`src/rtl/plpbot_uart_tx_fifo_pkg.sv`:
```
// Shared definitions for the UART transmit FIFO: drain FSM encodings, default depth,
// and bus-wrapper command/status bit positions.
package plpbot_uart_tx_fifo_pkg;

    typedef enum logic [1:0] {
        TXF_IDLE = 2'd0,
        TXF_LOAD = 2'd1,
        TXF_BUSY = 2'd2,
        TXF_DONE = 2'd3
    } txf_state_t;

    localparam int TXF_DEPTH_DEF  = 16;
    localparam int TXF_ADDR_W_DEF = 4;

    // Status register bits seen by software through the bus wrapper
    localparam int TXF_STAT_EMPTY_BIT = 0;
    localparam int TXF_STAT_FULL_BIT  = 1;
    localparam int TXF_STAT_OVF_BIT   = 2;
    localparam int TXF_STAT_BUSY_BIT  = 3;

    // Command register bits
    localparam int TXF_CMD_FLUSH_BIT  = 0;

endpackage

```
`src/rtl/plpbot_uart_fifo_ram.sv`:
```
// DEPTH x 8 byte storage for the UART transmit FIFO: one falling-edge write port,
// asynchronous read port.
module plpbot_uart_fifo_ram #(
    parameter int DEPTH  = 16,
    parameter int ADDR_W = 4
) (
    input  logic              clk,
    input  logic              we,
    input  logic [ADDR_W-1:0] waddr,
    input  logic [7:0]        wdata,
    input  logic [ADDR_W-1:0] raddr,
    output logic [7:0]        rdata
);

    logic [7:0] mem [DEPTH];

    always_ff @(negedge clk) begin
        if (we) begin
            mem[waddr] <= wdata;
        end
    end

    assign rdata = mem[raddr];

endmodule

```
`src/rtl/plpbot_uart_tx_fifo.sv`:
```
// Transmit byte FIFO feeding plpbot_uart_core: bus pushes, drain FSM pops on cts and pulses send.
// Optional occupancy counter enabled by defining PLPBOT_UART_TXF_LEVEL_EN.
module plpbot_uart_tx_fifo
    import plpbot_uart_tx_fifo_pkg::*;
#(
    parameter int DEPTH  = TXF_DEPTH_DEF,
    parameter int ADDR_W = TXF_ADDR_W_DEF
) (
    input  logic            clk,
    input  logic            rst,
    input  logic            wr_en,
    input  logic [7:0]      wr_data,
    input  logic            flush,
    output logic            full,
    output logic            empty,
    output logic            overflow,
    output logic [ADDR_W:0] level,
    input  logic            cts,
    output logic            send,
    output logic [7:0]      tx_byte
);

    localparam logic [ADDR_W:0] PTR_ONE = {{ADDR_W{1'b0}}, 1'b1};

    logic [ADDR_W:0] wr_ptr;
    logic [ADDR_W:0] rd_ptr;
    logic [7:0]      rd_data;
    logic            push_ok;
    logic            pop;
    logic            send_nxt;
    txf_state_t      state;
    txf_state_t      state_nxt;

    // Extra pointer MSB distinguishes full from empty when the low bits match
    assign empty = (wr_ptr == rd_ptr);
    assign full  = (wr_ptr[ADDR_W-1:0] == rd_ptr[ADDR_W-1:0]) &&
                   (wr_ptr[ADDR_W] != rd_ptr[ADDR_W]);

    // Flush wins over both a push and a pop in the same cycle
    assign push_ok = wr_en && !full && !flush;
    assign pop     = (state == TXF_IDLE) && !empty && cts && !flush;

    plpbot_uart_fifo_ram #(
        .DEPTH  (DEPTH),
        .ADDR_W (ADDR_W)
    ) u_ram (
        .clk   (clk),
        .we    (push_ok),
        .waddr (wr_ptr[ADDR_W-1:0]),
        .wdata (wr_data),
        .raddr (rd_ptr[ADDR_W-1:0]),
        .rdata (rd_data)
    );

    always_ff @(negedge clk) begin
        if (rst) begin
            wr_ptr   <= '0;
            rd_ptr   <= '0;
            overflow <= 1'b0;
        end else begin
            if (push_ok) begin
                wr_ptr <= wr_ptr + PTR_ONE;
            end
            if (flush) begin
                rd_ptr <= wr_ptr;
            end else if (pop) begin
                rd_ptr <= rd_ptr + PTR_ONE;
            end
            if (flush) begin
                overflow <= 1'b0;
            end else if (wr_en && full) begin
                overflow <= 1'b1;
            end
        end
    end

    always_ff @(negedge clk) begin
        if (rst) begin
            state <= TXF_IDLE;
        end else begin
            state <= state_nxt;
        end
    end

    always_comb begin
        state_nxt = state;
        case (state)
            TXF_IDLE: if (pop)  state_nxt = TXF_LOAD;
            TXF_LOAD:           state_nxt = TXF_BUSY;
            TXF_BUSY: if (!cts) state_nxt = TXF_DONE;
            TXF_DONE: if (cts)  state_nxt = TXF_IDLE;
            default:            state_nxt = TXF_IDLE;
        endcase
    end

    always_comb begin
        send_nxt = (state == TXF_LOAD);
    end

    // tx_byte is loaded a full cycle ahead of send and only changes on a pop
    always_ff @(negedge clk) begin
        if (rst) begin
            send    <= 1'b0;
            tx_byte <= 8'h00;
        end else begin
            send <= send_nxt;
            if (pop) begin
                tx_byte <= rd_data;
            end
        end
    end

`ifdef PLPBOT_UART_TXF_LEVEL_EN
    logic [ADDR_W:0] count;

    always_ff @(negedge clk) begin
        if (rst || flush) begin
            count <= '0;
        end else begin
            case ({push_ok, pop})
                2'b10:   count <= count + PTR_ONE;
                2'b01:   count <= count - PTR_ONE;
                default: count <= count;
            endcase
        end
    end

    assign level = count;
`else
    assign level = '0;
`endif

endmodule

```
`config.mk`:
```
export PLATFORM = sky130hd
export DESIGN_NAME = plpbot_uart_tx_fifo
export DESIGN_NICKNAME = d
export VERILOG_FILES = /design/src/rtl/plpbot_uart_tx_fifo_pkg.sv /design/src/rtl/plpbot_uart_fifo_ram.sv /design/src/rtl/plpbot_uart_tx_fifo.sv
export SDC_FILE = /design/constraint.sdc
export NUM_CORES = 1
export LEC_CHECK = 0
export ABC_AREA = 1
export CORE_ASPECT_RATIO = 1.5
export CORE_MARGIN = 5
export CORE_UTILIZATION = 60
export DETAILED_ROUTE_END_ITERATION = 6
export GPL_TIMING_DRIVEN = 1
export PLACE_DENSITY_LB_ADDON = 0.1
export SLEW_MARGIN = 20
export SYNTH_ARGS = -nofsm -noshare
export SYNTH_HDL_FRONTEND = slang
export SYNTH_HIERARCHICAL = 1
export SYNTH_SLANG_ARGS = --single-unit
```
`constraint.sdc`:
```
create_clock -name clk -period 2.3 [get_ports clk]
set_input_delay 0.46 -clock clk [delete_from_list [all_inputs] [get_ports clk]]
set_output_delay 0.46 -clock clk [all_outputs]
set_load 0.02 [all_outputs]
```
# Word-level counts from Yosys, hierarchy flattened
# Memories as Yosys holds them, arrays and structs flattened. A register that Yosys moved wholly into a read port is not among the register bits.
# Index checks and enable logic that the tools add are counted.
# totals
output_inout_bits,17
wordCells,39
n_memories,1
register_bits,14
ramBits,128
# op_classes
n_eq_ne,9
add_sub_neg,2
reduce_logical,14
mux,8
# memory_table
memory,depth,width,rd,rd_ports_with_merged_regs,write_ports,line_no,rtl
u_ram.mem,16,8,1,1,1,plpbot_uart_fifo_ram.sv:15,logic [7:0] mem [DEPTH];
# ops
operator,count
"5-bit by 1-bit adder with 5-bit output, second input constant",2
5-bit two-way mux,2
2-bit case mux with 4 select lines,1
1-bit logical AND,7
2-bit two-way mux,3
"2-bit != test, second input constant",3
5-bit == test,1
"2-bit == test, second input constant",2
4-bit == test,1
1-bit zero test,3
3-bit AND reduction,1
"2-bit by 1-bit == test with 1-bit output, second input constant",1
2-bit zero test,1
1-bit two-way mux,2
2-bit nonzero test,1
2-bit OR reduction,1
1-bit != test,1

# Depth between registers and ports, before layout
# Gate-level depths: netlist of the first run.
# logic_depth
ltp_word,7
mapped_depth,11

# Hierarchy
# The synthesis of the first run kept the hierarchy.
# by_module_without_submodules
mod,area_each_um2,instances,cells_each
plpbot_uart_fifo_ram,5616.6,1,544
plpbot_uart_tx_fifo,1228.7,1,174

==> flow_results.org, run 1 <==
** Routing
- After detailed routing, the number of remaining DRC violations is 0.
- Count of vias placed by the detailed router :: 5765
- Number of DRC markers in iteration 0 :: 750
- In this run the remaining antenna-violating nets after routing total 0.
- Post-detailed-routing wire length :: 18100 um
- Using the TritonRoute via totals, the vias-per-cell ratio works out to 5.29.
- The first detailed-routing pass took 6 iterations.
- Average wire per standard cell :: 16.7 um

** Worst setup path
- The worst setup path is captured at an output pin.
- Data arrival time of the critical path :: 2.69 ns
- Maximum fanout encountered on the critical timing path :: 3
- Kind of critical path :: reg -> out
- The worst setup path is launched from a flop.
- Req. time, crit path :: ~1.8 ns

** Synth
- Of the synthesized area, sequential elements account for 62.6%.
- Average cell area after synthesis :: roughly 9.5 sq um
- Synthesis-stage register bit count :: 150
- In this run, distinct cell masters in the synthesized netlist total 25.
- For this run, the number of Yosys warnings is 6.
- Share of flip-flops with an asynchronous set or reset after synthesis :: 0%
- For this run, the leading register cell type out of synthesis is edfxtp_1.
- After synthesis the cells add up to approximately 0.0068 sq mm.
- In the synthesized netlist, the number of instances is 718.
- Number of synthesized flops with an enable pin :: 128

** Clock tree
- No sink is reached through more buffers than the 2 on the longest clock path.
- Clock root buffer :: clkbuf_16
- Clock-pin slew was measured on the worst setup and hold paths at ~0.030 ns.
- H-tree Lvls :: 4
- Counting every sink on the clock net gives 150.
- Number of buffers inserted during clock tree synthesis :: 17
- Clock latency on the worst-skew pair :: 0.46 ns
- TritonCTS built the clock tree.

** Timing
- The number of endpoints with negative hold slack in the final report came to 0.
- Post-route worst setup slack :: -0.851 ns
- Tightest slew margin relative to the limit :: between 50% and 60%
- Setup TNS Final :: -7.20 ns
- Clk_skew :: around 0.024 ns
- Slew at the pin closest to its max-slew limit :: 0.688 ns
- RSZ-0062 raised after global routing :: yes
- The number of slew-limit violations in the final report came to 0.
- Finish-stage setup viols :: 92

** Die
- Die height :: about 140 um
- Row count :: 47
- The die covers 0.0137 sq mm.
- Once the floorplan was initialized, standard cells occupied 61.6% of the core.
- In this run the horizontal extent of the chip is 97.2 um.
- Top Ports :: 30
- Core region area :: 0.0111 sq mm

** GRT
- First-pass GRT wire length :: 28200 um
- Via count of the first global-routing pass :: 6010
- The number of antenna violations at the first check in global routing is 0.
- All-layer global routing usage :: 26.9%
- Largest net degree at the start of global routing :: 70
- For this run the aggregate overflow at the end of global routing stands at 0.

** Final layout
- Filler cell count in the final layout :: between 600 and 700
- The sequential cells in the finished layout cover a total of approximately 0.0043 sq mm.
- Area of combinational cells with multiple inputs :: ~0.0021 sq mm
- For this run, the post-layout net count is 950.
- Of the cells placed in the final design, the portion with a size suffix greater than 1 is 16.6%.
- From synthesis to final layout, the design area changed by 31.5%.
- Diode count :: 0

** Placed design
- The congestion estimate from routability-driven global placement came to 0.919.
- Once detailed placement completed, the half-perimeter wirelength came to 11100 um.
- During placement, the flow inserted port buffers numbering 24.

** Worst hold path
- In this run the worst hold path is classified as reg -> reg.

** Pwr
- Summing internal, switching and leakage power gives 7.90 mW.
- VDD sags by at most around 650 uV.
- Leakage :: between 4 and 5 nW
- Dividing total power by cell area gives a power density of 878 mW/mm^2.

** Outcome
- The checks that failed: negative setup slack.
- Run status :: finished with violations

** Flow run
- Maxcap violations :: 0
state kept, by name, summed over array words and instances (netlist names):
register	flops
wr_ptr	5
overflow	1
state	2
u_ram/mem	128
tx_byte	8
send	1
rd_ptr	5
through the flow:
step                instances  cell area (sq um)  hold WS [ns]  util (%)  worst slack (ns)
floorplan                 722               7000         0.466         -            -0.520
global placement          901               7610         0.462      68.5             -1.05
detailed placement        901               7610         0.460      68.5             -1.06
CTS                      1087               8910         0.472      80.2            -0.894
global route             1090               9000         0.489      81.0            -0.945
finish                   1090               9000         0.479      81.0            -0.851
final cells by class:
class	instances	share of cell area, %
tap	147	2.04
clock inverter	165	8.38
clock buffer	17	4.73
timing repair buffer	73	8.38
sequential	150	47.9
multi-input combinational	414	23.2
inverter	124	5.39
layer usage:
metal  up-vias  wire [um]  global-route usage (%)
li1       2715          -                       -
met1      2665       6460                    27.5
met2       309       9300                    45.9
met3        76       1400                    8.85
met4         0        994                    19.1
met5         -          0                       0
cell families (layout without fill, tap and decap cells):
logic type,after synthesis,in the layout,share of synthesized area [%]
multiplexers,1,1,0.146
AND/OR/NAND/NOR,367,368,22.8
buffers and inverters,159,379,10.3
flip-flops,150,150,62.6
adder cells (fa/ha/maj),7,7,1.28
XOR/XNOR,7,7,0.896
AO/OA/AOI/OAI,26,26,1.94
other,1,5,0.0548
report_power, final:
part	total, mW	internal (mW)	switching, mW
registers	3.05	3.02	0.0329
clock network	3.98	2.09	1.88
logic	0.875	0.305	0.569
total	7.90	5.42	2.49
what timing repair did:
item / in CTS / in global routing
resized for setup: 112 / 18
setup buffers: 6 / 3
gates cloned: 1 / 0
endpoints found under the setup margin: 161 / 122
pin swaps: 13 / 9
hold buffers: 0 / 0
critical path: stages, from the launching register on:
cell     delay (ns)
dfxtp_4        0.35
inv_2          0.03
nand2_2        0.05
nand2_2        0.06
nor2_4         0.13
nand2_1        0.07
or2_4          0.24
inv_4          0.06
buf_6          0.11
path summary, 6_finish.rpt:
check,cells after the start,from,end,slack [ns]
max,8,wr_ptr[2],full,-0.85
min,2,tx_byte[2],tx_byte[2],0.48
max reg2reg,10,rd_ptr[0],tx_byte[7],0.05
min reg2reg,2,tx_byte[2],tx_byte[2],0.48
layout by cell type (no fill, tap or decap), types with 2 or more instances in the layout:
cell type        count
o21ai_0              7
edfxtp_1           128
ha_1                 7
nand3b_1             2
nor2_4              18
inv_2                7
nand3_4              3
buf_6               20
nand3_1            113
bufinv_16            3
clkbuf_16           17
conb_1               5
dfxtp_2             17
buf_4               34
inv_4                4
nand2_4              2
inv_6                5
xor2_1               4
xnor2_1              3
inv_1              263
dfxtp_1              4
clkdlybuf4s50_1      9
nand2_1            211
inv_8                4
clkinv_4             2
nor2_1              10
buf_12               8
a21oi_1             18
nand2_2              5
cell usage after synthesis, types with 2 or more instances:
cell type	count	area share (%)
buf_6	9	1.5
xor2_1	4	0.51
nand3_1	114	8.3
edfxtp_1	128	56
nand2_2	2	0.18
inv_2	6	0.33
clkbuf_1	5	0.27
a21oi_1	18	1.3
dfxtp_1	22	6.4
buf_2	12	0.88
o21ai_0	7	0.51
xnor2_1	3	0.38
nand2_1	216	12
nor2_1	28	1.5
inv_1	120	6.6
nand3b_1	2	0.22
buf_4	7	0.77
ha_1	7	1.3
nand3_2	2	0.29
(Power assumes the default switching activity.)
==> run 2: changes to the inputs <==
CAP_MARGIN = 0   (was unset)
==> results of run 2 <==
Same layout as run 1: the final DEF is identical, and so are final timing and power.
